--- config.mk ---
export PLATFORM = sky130hd
export DESIGN_NAME = branch_info_queue
export DESIGN_NICKNAME = d
export VERILOG_FILES = /design/src/rtl/branch_info_queue.sv
export SDC_FILE = /design/constraint.sdc
export NUM_CORES = 1
export LEC_CHECK = 0
export ABC_AREA = 0
export CAP_MARGIN = 20
export CORE_MARGIN = 3
export CORE_UTILIZATION = 55
export CTS_CLUSTER_DIAMETER = 80
export DETAILED_ROUTE_END_ITERATION = 12
export GPL_ROUTABILITY_DRIVEN = 0
export PLACE_DENSITY = 0.77
export SYNTH_ARGS = -nofsm -noshare
export SYNTH_HDL_FRONTEND = slang
export SYNTH_SLANG_ARGS = --single-unit
--- constraint.sdc ---
create_clock -name clk -period 2.5 [get_ports clk]
set_input_delay 0.25 -clock clk [delete_from_list [all_inputs] [get_ports clk]]
set_output_delay 0.25 -clock clk [all_outputs]
set_load 0.01 [all_outputs]
--- src/rtl/branch_info_queue.sv ---
// In-order {pc, counter} queue from predict to commit; pop-to-commit strobe is 1 cycle; pred_ready drops when full.
// A push to a full queue or a resolve on an empty queue is ignored. Optional stats: BRANCH_INFO_QUEUE_STATS_EN.
module branch_info_queue #(
  parameter int DEPTH = 8,
  parameter int PC_W  = 5,
  parameter int CNT_W = 2
) (
  input  logic                     clk,
  input  logic                     rstn,
  input  logic                     pred_valid,
  input  logic [PC_W-1:0]          pred_pc,
  input  logic [CNT_W-1:0]         pred_counter,
  output logic                     pred_ready,
  output logic                     pred_taken,
  input  logic                     resolve_valid,
  input  logic                     resolve_taken,
  input  logic                     flush,
  output logic [PC_W-1:0]          commit_pc,
  output logic                     commit_taken,
  output logic [CNT_W-1:0]         commit_counter,
  output logic                     commit_update,
  output logic                     mispredict,
  output logic [$clog2(DEPTH):0]   count
`ifdef BRANCH_INFO_QUEUE_STATS_EN
  ,
  output logic [31:0]              stat_commits,
  output logic [31:0]              stat_mispredicts
`endif
);

  localparam int AW = $clog2(DEPTH);
  localparam int CW = AW + 1;
  localparam logic [CW-1:0] DEPTH_C = CW'(DEPTH);

  typedef struct packed {
    logic [PC_W-1:0]  pc;
    logic [CNT_W-1:0] counter;
  } entry_t;

  entry_t        mem [DEPTH];
  logic [AW-1:0] head;
  logic [AW-1:0] tail;
  entry_t        headEnt;
  logic          pushAcc;
  logic          popAcc;
  logic          headMiss;

  assign pred_ready = (count < DEPTH_C);
  assign pred_taken = pred_counter[CNT_W-1];
  assign pushAcc    = pred_valid && pred_ready;
  assign popAcc     = resolve_valid && (count != '0);
  assign headEnt    = mem[head];
  assign headMiss   = (resolve_taken != headEnt.counter[CNT_W-1]);

  // Entry storage carries no reset; contents are only read behind a nonzero count.
  always_ff @(posedge clk) begin
    if (pushAcc && !flush) begin
      mem[tail] <= entry_t'{pc: pred_pc, counter: pred_counter};
    end
  end

  always_ff @(posedge clk) begin
    if (!rstn) begin
      head  <= '0;
      tail  <= '0;
      count <= '0;
    end else if (flush) begin
      head  <= '0;
      tail  <= '0;
      count <= '0;
    end else begin
      if (pushAcc) tail <= tail + AW'(1);
      if (popAcc)  head <= head + AW'(1);
      count <= count + CW'(pushAcc) - CW'(popAcc);
    end
  end

  // Commit side follows the pop regardless of a same-cycle flush.
  always_ff @(posedge clk) begin
    if (!rstn) begin
      commit_pc      <= '0;
      commit_taken   <= 1'b0;
      commit_counter <= CNT_W'(1);
      commit_update  <= 1'b0;
      mispredict     <= 1'b0;
    end else begin
      commit_update <= popAcc;
      mispredict    <= popAcc && headMiss;
      if (popAcc) begin
        commit_pc      <= headEnt.pc;
        commit_counter <= headEnt.counter;
        commit_taken   <= resolve_taken;
      end
    end
  end

`ifdef BRANCH_INFO_QUEUE_STATS_EN
  always_ff @(posedge clk) begin
    if (!rstn) begin
      stat_commits     <= '0;
      stat_mispredicts <= '0;
    end else begin
      if (popAcc && (stat_commits != '1)) stat_commits <= stat_commits + 32'd1;
      if (popAcc && headMiss && (stat_mispredicts != '1)) stat_mispredicts <= stat_mispredicts + 32'd1;
    end
  end
`endif

endmodule
[Word-level counts from Yosys, hierarchy flattened]
Memories as Yosys holds them, arrays and structs flattened. A register that Yosys moved wholly into a read port is not among the register bits.
Index checks and enable logic that the tools add are counted.
Word-level totals
  flip-flop bits (word level): 20
  memory bits (writable): 56
  output and inout bits: 16
  logic and storage cells: 27
  memories: 1
Memories
  mem: words 8, bits a word 7, rd ports 1, clocked after Yosys merged registers in 1, write ports 1, RTL line 40  | entry_t mem [DEPTH];
Operators by class
  add/sub/neg operators: 4
  order comparisons: 1
  equality and inequality tests: 1
  multiplexer cells: 4
  bitwise logic cells: 1
  reduce and logical (&&, ||, !) cells: 7
Operators by type and width (count)
  adder 3 x 1 -> 3 bit (second input constant): 2
  two-way mux 3 bit: 2
  adder 4 x 1 -> 4 bit: 1
  logical AND 1 bit: 4
  < comparator 4 bit (second input constant): 1
  nonzero test 4 bit: 1
  subtractor 4 x 1 -> 4 bit: 1
  two-way mux 1 bit: 2
  OR reduction 2 bit: 1
  zero test 1 bit: 1
  != test 1 bit: 1
  inverter 1 bit: 1

[Logic depth before layout (Yosys ltp)]
Gate-level depths: netlist (run 1).
  depth after elaboration: 5
  depth in mapped cells: 11

[Worst setup path before layout (run 1)]
OpenSTA, ideal clock, no wires.
  path type: register -> register
  from: register count[3]
  to: register count[3]
  setup time: 128 ps
  arrival time: 2046 ps
  data required time: 2372 ps
  path slack: 326 ps
  stages on the path, launching flop included: 12
  buffers on the path: 0
  clock period less this slack: 2174 ps
  cell sequence: dfxtp_1 > inv_1 > ha_1 > nor3b_2 > nor2_2 > ha_1 > inv_1 > ha_1 > a21o_1 > a21oi_1 > xnor2_1 > nor2_1
Between the ends
  word-level cells in the longest chain between the ends: 4
  elaborated cells on any way between the ends: 6
  classes of those cells: 2 x add/sub; 1 x order compare; 3 x reduce/logical
RTL lines
  start, declared: RTL line 23  | output logic [$clog2(DEPTH):0] count
  start signal, assigned: RTL line 74  | count <= count + CW'(pushAcc) - CW'(popAcc);
  < comparator 4 bit: RTL line 48  | assign pred_ready = (count < DEPTH_C);
  net pred_ready: RTL line 13  | output logic pred_ready,
  logical AND 1 bit: RTL line 50  | assign pushAcc = pred_valid && pred_ready;
  adder 4 x 1 -> 4 bit: RTL line 74
  subtractor 4 x 1 -> 4 bit: RTL line 74
The timed path passes the listed nets, and every way through them passes these cells.
A chain may end at the register's enable or synchronous reset.

[Worst setup path in the final report (run 1)]
  from: register count[3]
  to: register count[2]
Between the ends
  elaborated cells on any way between the ends: 6
  classes of those cells: 2 x add/sub; 1 x order compare; 3 x reduce/logical
RTL lines
  nonzero test 4 bit: RTL line 51  | assign popAcc = resolve_valid && (count != '0);
  logical AND 1 bit: RTL line 51
  net popAcc: RTL line 45  | logic popAcc;
  subtractor 4 x 1 -> 4 bit: RTL line 74
The timed path passes the listed nets, and every way through them passes these cells.

==> results of run 1 <==
## worst max path at each step
stage	from	to	slack (ns)	cells after the start
after floorplan	count[3]$_SDFF_PP0_	count[3]$_SDFF_PP0_	0.33	11
after global placement	count[3]$_SDFF_PP0_	count[2]$_SDFF_PP0_	0.37	10
after detailed placement	count[3]$_SDFF_PP0_	count[2]$_SDFF_PP0_	0.32	10
after CTS	count[3]$_SDFF_PP0_	count[2]$_SDFF_PP0_	0.30	10
after global routing	count[3]$_SDFF_PP0_	count[2]$_SDFF_PP0_	0.17	10
final	count[3]$_SDFF_PP0_	count[2]$_SDFF_PP0_	0.31	10
## power breakdown
group,switching (uW),internal (uW)
registers,30.6,1450
logic,190,201
clock network,426,510
## worst register-to-register path: cells and delay by family (launching register included)
kind | cells | cell delay [ns]
AND/OR/NAND/NOR | 3 | 0.45
adder cells (fa/ha/maj) | 4 | 1.03
buffers and inverters | 2 | 0.12
XOR/XNOR | 1 | 0.15
flip-flops | 1 | 0.33
## cell usage in the layout, fill, tap and decap left out
cell type and count:
a21o_1 1, a21oi_1 1, a221oi_2 1, a22o_1 1
a22oi_1 12, a32o_1 5, and2_1 1, buf_4 15
bufinv_16 1, clkbuf_1 1, clkbuf_8 11, clkdlybuf4s50_1 28
clkinv_1 1, clkinv_2 2, dfxtp_1 23, edfxtp_1 56
fa_1 1, ha_1 7, inv_1 10, mux2i_1 32
nand2_1 4, nand2b_1 4, nand3_1 2, nand3b_1 1
nor2_1 16, nor2_2 1, nor2b_1 3, nor3_1 2
nor3_2 1, nor3b_1 1, nor3b_2 1, nor4_1 2
nor4b_1 2, o21ai_0 1, o2bb2ai_1 1, xnor2_1 5
xor2_1 1
## kinds of logic (layout without fill, tap and decap cells)
| family | Yosys count | count (layout) | share of synthesized area [%] |
|---|---|---|---|
| adder cells (fa/ha/maj) | 8 | 8 | 3.44 |
| AO/OA/AOI/OAI | 23 | 23 | 6.08 |
| buffers and inverters | 20 | 69 | 3.00 |
| flip-flops | 79 | 79 | 68.5 |
| XOR/XNOR | 6 | 6 | 1.68 |
| AND/OR/NAND/NOR | 41 | 41 | 7.01 |
| multiplexers | 32 | 32 | 10.2 |
## routing by layer
metal / part of all wire [%] / track usage (%) / vias up
met5: 0 / 0 / -
met4: 1.9 / 9.80 / 0
met3: 4.3 / 3.33 / 11
met2: 49 / 32.5 / 52
met1: 44 / 25.2 / 880
li1: - / - / 864
## synth_stat cells, drive strengths merged
cell,count
inv,10
buf,5
a22o,1
o21ai,1
a21oi,1
a32o,5
xnor2,5
mux2i,32
nand3,2
edfxtp,56
nand2,4
nor2b,3
nor3b,2
a21o,1
o2bb2ai,1
nor4,2
and2,1
nor2,17
nand2b,4
clkbuf,5
nand3b,1
ha,7
a221oi,1
fa,1
xor2,1
nor3,3
nor4b,2
a22oi,12
dfxtp,23
## registers in the layout, indices dropped and copies added (netlist names), named ones only
signal,count
head,3
tail,3
commit_update,1
commit_pc,5
commit_taken,1
mispredict,1
count,4
commit_counter,2
mem,56
## stage by stage
step	cell area (um2)	instances	util, %	hold WS [ns]
6_report	3750	328	70.7	0.472
3_3_place_gp	3550	312	66.9	0.452
4_1_cts	3750	328	70.7	0.471
3_5_place_dp	3550	312	66.9	0.463
2_1_floorplan	3130	209	-	0.322
5_1_grt	3750	328	70.7	0.498
## final cells by class
type | instances | area, um2
Timing Repair Buffer | 43 | 393
Clock inverter | 4 | 43.8
Tap cell | 70 | 87.6
Multi-Input combinational cell | 110 | 890
Fill cell | 359 | 1550
Inverter | 10 | 37.5
Clock buffer | 12 | 155
Sequential cell | 79 | 2140
==> metrics.txt, run 1 <==
Post-Syn Instances=209; max_slew headroom=48.3%; Critical Path Start Type=flop; final period utilization=87.4%; largest net degree at the start of global routing=13; critical path capture point type=flop; Final HPWL DP=3810 um; antenna-violating nets left=0; Post-CTS Resized=0; Setup WS pre-CTS=0.320 ns; Hold Path Class=reg2reg; H-tree depth=3; Worst-path clk slew=about 0.08 ns; DR iter-0 viols=87; CP max stage delay=roughly 0.4 ns; Pleak=around 0.0013 uW; Critical Path Most Common Cell=ha_1; syn avg cell area=between 10 and 15 um2; Hold EP=commit_counter[1]$_SDFFE_PN0P_; status=completed; Area Growth Syn to Fin=19.9%; Least-Margin Pin Slew=0.774 ns; Netlist cell types=34; worst-path maximum fanout=4; WP buf/inv=2; worst-path cell chain=inv_1 -> ha_1 -> nor3b_2 -> nor2_2 -> ha_1 -> inv_1 -> ha_1 -> fa_1 -> xnor2_1 -> nor2_1; Fin. Hold Viols=0; die area=6620 um2; R2R setup slack=approximately 0.31 ns; first-pass GRT wire length=9140 um; share of cells above drive strength 1=12.8%; antenna cells=0; cell area after synthesis=approximately 3100 um2; Layout Skew=approximately 0.0076 ns; DRC=0; Max Slew Vio Count=0; TritonCTS clock tree=yes; CP top delay family=adder cells; GRT overflow=0; GRT Total Usage=between 10% and 20%; drt pass-1 iters=4; CTS Sinks=79; sequential element share of the synthesized area=68.5%; fin crit period=roughly 2.2 ns; VDD IR max=0.481 mV; top cells by area, synth=edfxtp_1 54%, dfxtp_1 15%, mux2i_1 10%; Final nets=274; Starting Density=between 50% and 60%; worst reg2reg path endpoint=count[2]$_SDFF_PP0_; via density per instance=5.51; PortBufs=28; slack of the critical path=between 0.3 and 0.4 ns; #FFs+latches synth=roughly 80; Crit path required time=2.72 ns; Skew-Pair Late Insertion Delay=~0.34 ns; antenna violations before repair=0; # hold bufs at CTS=0; RSZ-0062 raised after global routing=no; die width=about 80 um; number of global-route vias before repair=about 1800; HP Start=commit_counter[1]$_SDFFE_PN0P_; r2r startpoint=count[3]$_SDFF_PP0_; chip height=between 80 and 90 um; proportion of netlist area held by the largest area contributor=~54%; WP data arrival=roughly 2.4 ns; syn_nets=230; Cell Rows=26; setup bufs post-CTS=0; clk root buf=clkbuf_8; via count=between 1500 and 2000; I/O pins=29; Max Buffers Root-to-Sink=2; Max-Cap Viols=0; Worst path slowest cell=fa_1; Max Clk Rate=approximately 0.46 GHz; Warnings, synthesis=0; total power per unit cell area=~750 nW/um2; Pwr Total=about 2800 uW; core area=roughly 5300 um2; hold depth=2; DR WL/cell=17.7 um; leading area contributor after synthesis=edfxtp_1; total negative slack=0 ns; cells on worst reg2reg path=10; CTS buffer count=9; endpoints failing setup=0; critical path type=reg2reg; WL final=between 5000 and 6000 um
No activity file was read; power rests on OpenSTA's default activity.
==> run 2: changes to the inputs <==
- PLACE_DENSITY: 0.77 -> 0.87
- SLEW_MARGIN: not set -> 25
==> metrics.txt, run 2 (same netlist as run 1, synthesis figures left out) <==
I/O pins=29; die area=roughly 6600 um2; largest net degree at the start of global routing=21; total negative slack=0 ns; WHS=just under 0.5 ns; core area=5300 um2; VDD IR max=0.495 mV; Logic pwr share=~15%; chip height=~80 um; clk root buf=clkbuf_8; Critical Path Start Type=flop; max_slew headroom=49.1%; WL final=5840 um; number of global-route vias before repair=1721; final period utilization=a little over four fifths; die width=81.4 um; antenna cells=0; Layout Skew=about 0.0079 ns; Pleak=0.00122 uW; H-tree depth=3; critical path type=reg2reg; switching pwr=around 670 uW; via count=between 1500 and 2000; Final nets=between 200 and 300; antenna violations before repair=0; Crit path required time=roughly 2.7 ns; total power per unit cell area=about 730 nW/um2; worst-path maximum fanout=4; Worst-path clk slew=0.08 ns; CTS Sinks=79; DRC=0; # hold bufs at CTS=0; Final HPWL DP=around 3700 um; GRT Total Usage=~19%; Setup WS pre-CTS=between 0.3 and 0.4 ns; internal cell power=2000 uW; GRT overflow=0; via density per instance=between 5 and 6; RSZ-0062 raised after global routing=no; largest registers=mem: 56 flops, commit_pc: 5 flops, count: 4 flops; r2r startpoint=count[3]$_SDFF_PP0_; PortBufs=28; most frequent cells in the layout=56 x edfxtp_1, 32 x mux2i_1, 28 x clkdlybuf4s50_1, 23 x dfxtp_1, 16 x nor2_1; share of cells above drive strength 1=between 10% and 20%; WP data arrival=between 2 and 2.5 ns; critical path capture point type=flop; Clock power frac=between 30% and 40%; Area Growth Syn to Fin=18.1%; Cell Rows=26; CTS buffer count=9; Max-Cap Viols=0; Max Clk Rate=between 0.4 and 0.5 GHz; Critical Path Start=count[3]$_SDFF_PP0_; endpoints failing setup=0; antenna-violating nets left=0; fin crit period=~2.1 ns; Max Buffers Root-to-Sink=2; TritonCTS clock tree=yes; Skew-Pair Late Insertion Delay=approximately 0.34 ns; commonest non-fill, non-tap cell in the layout=edfxtp_1; setup bufs post-CTS=0; drt pass-1 iters=4; Hold Path Class=reg2reg; Post-CTS Resized=0; slack of the critical path=roughly 0.40 ns; Least-Margin Pin Slew=approximately 0.76 ns; DR iter-0 viols=about 170; first-pass GRT wire length=about 8900 um; largest register by flop count=mem; Fin. Hold Viols=0; HP Start=commit_pc[1]$_SDFFE_PN0P_; Max Slew Vio Count=0; status=completed; Net Sw Frac=25.2%; DR WL/cell=about 18 um; max FFs per register=between 50 and 60; sequential power share=~55%; Starting Density=between 50% and 60%
-- run 2: cell count changes in the layout (fill, tap and decap cells not counted), sizes merged --
cell,change
inv,+1
clkinvlp,+2
buf,-3
bufinv,-1
clkbuf,-2
-- run 2: power by group through the flow --
stage | Sequential [uW] | Clock, uW | Combinational [uW]
global route | 1480 | 889 | 430
global placement | 1500 | 0 | 382
detailed placement | 1500 | 0 | 391
CTS | 1480 | 823 | 393
floorplan | 1520 | 0 | 222
finish | 1470 | 813 | 390
-- run 2: final cells by class --
type / count / area [um2]
multi-input combinational: 110 / 890
sequential: 79 / 2140
timing repair buffer: 40 / 370
clock inverter: 6 / 37.5
tap: 70 / 87.6
inverter: 10 / 37.5
clock buffer: 10 / 128
fill: 362 / 1610
-- run 2: per-stage QoR --
stage / std cells / utilization [%] / area [um2] / total power [uW]
2_1_floorplan: 209 / - / 3130 / 1740
3_3_place_gp: 309 / 66.5 / 3530 / 1890
3_5_place_dp: 309 / 66.5 / 3530 / 1900
4_1_cts: 325 / 69.6 / 3690 / 2690
5_1_grt: 325 / 69.6 / 3690 / 2800
6_report: 325 / 69.6 / 3690 / 2680
-- run 2: final timing paths --
path                               endpoint  slack, ns  cells after the start
hold reg to reg   commit_pc[1]$_SDFFE_PN0P_       0.48                      1
setup / recovery        count[2]$_SDFF_PP0_       0.40                     10
hold / removal    commit_pc[1]$_SDFFE_PN0P_       0.48                      1
setup reg to reg        count[2]$_SDFF_PP0_       0.40                     10
-- run 2: worst max-delay path, cell delays in order, from the launching register on --
cell	delay (ns)
dfxtp_1	0.33
inv_1	0.08
ha_1	0.13
nor3b_2	0.29
nor2_2	0.07
ha_1	0.27
inv_1	0.04
ha_1	0.19
fa_1	0.38
xnor2_1	0.14
nor2_1	0.05
-- run 2: layer usage --
layer	global-route usage, %	wire length, um	vias up
met5	0	0	-
met4	10.5	137	0
met3	5.21	455	14
met2	31.2	2900	67
met1	23.9	2350	875
li1	-	-	866
==> run 3: changes to the inputs <==
- CORE_UTILIZATION: 55 -> 51
- PLACE_DENSITY: 0.87 -> 0.85
- clock period: 2.5 -> 1.75 ns (I/O delays scaled with it)
==> metrics.txt, run 3 (same netlist as run 1, synthesis figures left out) <==
Critical Path Start Type=flop; Crit path required time=2.02 ns; I/O pins=29; Max-Cap Viols=0; die area=7100 um2; TritonCTS clock tree=yes; largest register by flop count=mem; endpoints failing setup=3; antenna violations before repair=0; via density per instance=5.52; slack of the critical path=-0.256 ns; Final HPWL DP=approximately 4400 um; H-tree depth=3; final non-filler cell total=350; share of cells above drive strength 1=roughly a quarter; fin crit period=~2.0 ns; CTS buffer count=9; critical path capture point type=flop; chip height=between 80 and 90 um; Hold Path Class=in2reg; cells on worst reg2reg path=10; failing checks=setup timing; DRC=0; most frequent cells in the layout=56 x edfxtp_1, 33 x buf_4, 32 x mux2i_1, 28 x clkdlybuf4s50_1, 21 x dfxtp_1; VDD IR max=~0.57 mV; core area=approximately 5700 um2; max FFs per register=56; Fin. Hold Viols=0; hold depth=3; HP Start=resolve_taken; worst-path maximum fanout=2; critical path type=reg2reg; die width=about 84 um; largest registers=mem: 56 flops, commit_pc: 5 flops, count: 4 flops; DR WL/cell=between 15 and 20 um; DR iter-0 viols=~240; r2r startpoint=count[2]$_SDFF_PP0_; clk root buf=clkbuf_8; Area Growth Syn to Fin=28.6%; Pwr Total=between 4000 and 5000 uW; max_slew headroom=70.2%; largest net degree at the start of global routing=25; number of global-route vias before repair=approximately 2100; RSZ-0062 raised after global routing=yes; drt pass-1 iters=4; fillcell total=roughly 370; final period utilization=115%; WP data arrival=2.28 ns; CTS Sinks=79; antenna cells=0; Max Clk Rate=0.499 GHz; status=finished, violations left; Max Slew Vio Count=0; PortBufs=28; total negative slack=-0.654 ns; # hold bufs at CTS=0; first-pass GRT wire length=roughly 11000 um; commonest non-fill, non-tap cell in the layout=edfxtp_1; WL final=between 6000 and 7000 um; Skew-Pair Late Insertion Delay=~0.35 ns; via count=between 1500 and 2000; Cell Rows=27; Worst-path clk slew=approximately 0.08 ns; Least-Margin Pin Slew=between 0.4 and 0.5 ns; Starting Density=between 50% and 60%; total power per unit cell area=approximately 1000 nW/um2; GRT Total Usage=19.8%; Pleak=about 0.0014 uW; GRT overflow=0; Critical Path Start=count[2]$_SDFF_PP0_; Placed Cells incl. Taps=330; antenna-violating nets left=0; Final nets=about 290; Layout Skew=about 0.012 ns; Max Buffers Root-to-Sink=2
-- run 3: cell count changes in the layout (fill, tap and decap cells not counted), sizes merged --
cell / change
clkbuf: +1
buf: +23
clkinv: -1
inv: -1
bufinv: +1
-- run 3: per-layer routing --
layer	wire length [um]	track usage, %	vias to the layer above	share of wire, %
li1	-	-	908	-
met4	239	12.3	0	3.6
met3	249	3.63	26	3.8
met2	3460	34.5	56	52
met1	2680	22.5	943	40
met5	0	0	-	0
-- run 3: cell type report --
class / instances / area [um2] / share of cell area, %
inverter: 10 / 37.5 / 0.934
multi-input combinational: 110 / 998 / 24.8
sequential: 79 / 2140 / 53.3
clock buffer: 11 / 131 / 3.27
timing repair buffer: 63 / 559 / 13.9
tap: 72 / 90.1 / 2.24
clock inverter: 5 / 58.8 / 1.46
-- run 3: metrics by stage --
step | setup WS [ns] | hold WS [ns] | utilization [%] | area [um2]
after floorplan | -0.301 | 0.247 | - | 3190
after global placement | -0.247 | 0.464 | 65.6 | 3750
after detailed placement | -0.330 | 0.474 | 65.6 | 3750
after CTS | -0.243 | 0.423 | 69.8 | 3990
after global routing | -0.307 | 0.458 | 70.4 | 4020
final | -0.256 | 0.430 | 70.4 | 4020
-- run 3: worst paths after layout --
check,slack (ns),to
setup / recovery,-0.26,count[1]$_SDFF_PP0_
setup reg to reg,-0.26,count[1]$_SDFF_PP0_
hold / removal,0.43,mispredict$_SDFF_PN0_
hold reg to reg,0.48,commit_counter[1]$_SDFFE_PN0P_
-- run 3: critical path: stages, from the launching register on --
cell     delay [ns]
dfxtp_2        0.33
inv_2          0.08
ha_4           0.12
nor3b_4        0.22
nor2_4         0.08
ha_4           0.27
inv_2          0.04
ha_4           0.15
fa_2           0.53
inv_2          0.04
nor2_1         0.08
-- run 3: power breakdown --
part / switching (uW) / internal [uW] / total, uW
Combinational: 366 / 422 / 788
Clock: 631 / 660 / 1290
Sequential: 45.8 / 2070 / 2120
Total: 1040 / 3150 / 4190
-- run 3: timing repair --
| item | in CTS | in global routing |
|---|---|---|
| setup endpoints to repair | 3 | 25 |
| pin swaps | 4 | 4 |
| resized for setup | 6 | 6 |
| setup buffers | 2 | 2 |
| cloned | 0 | 0 |
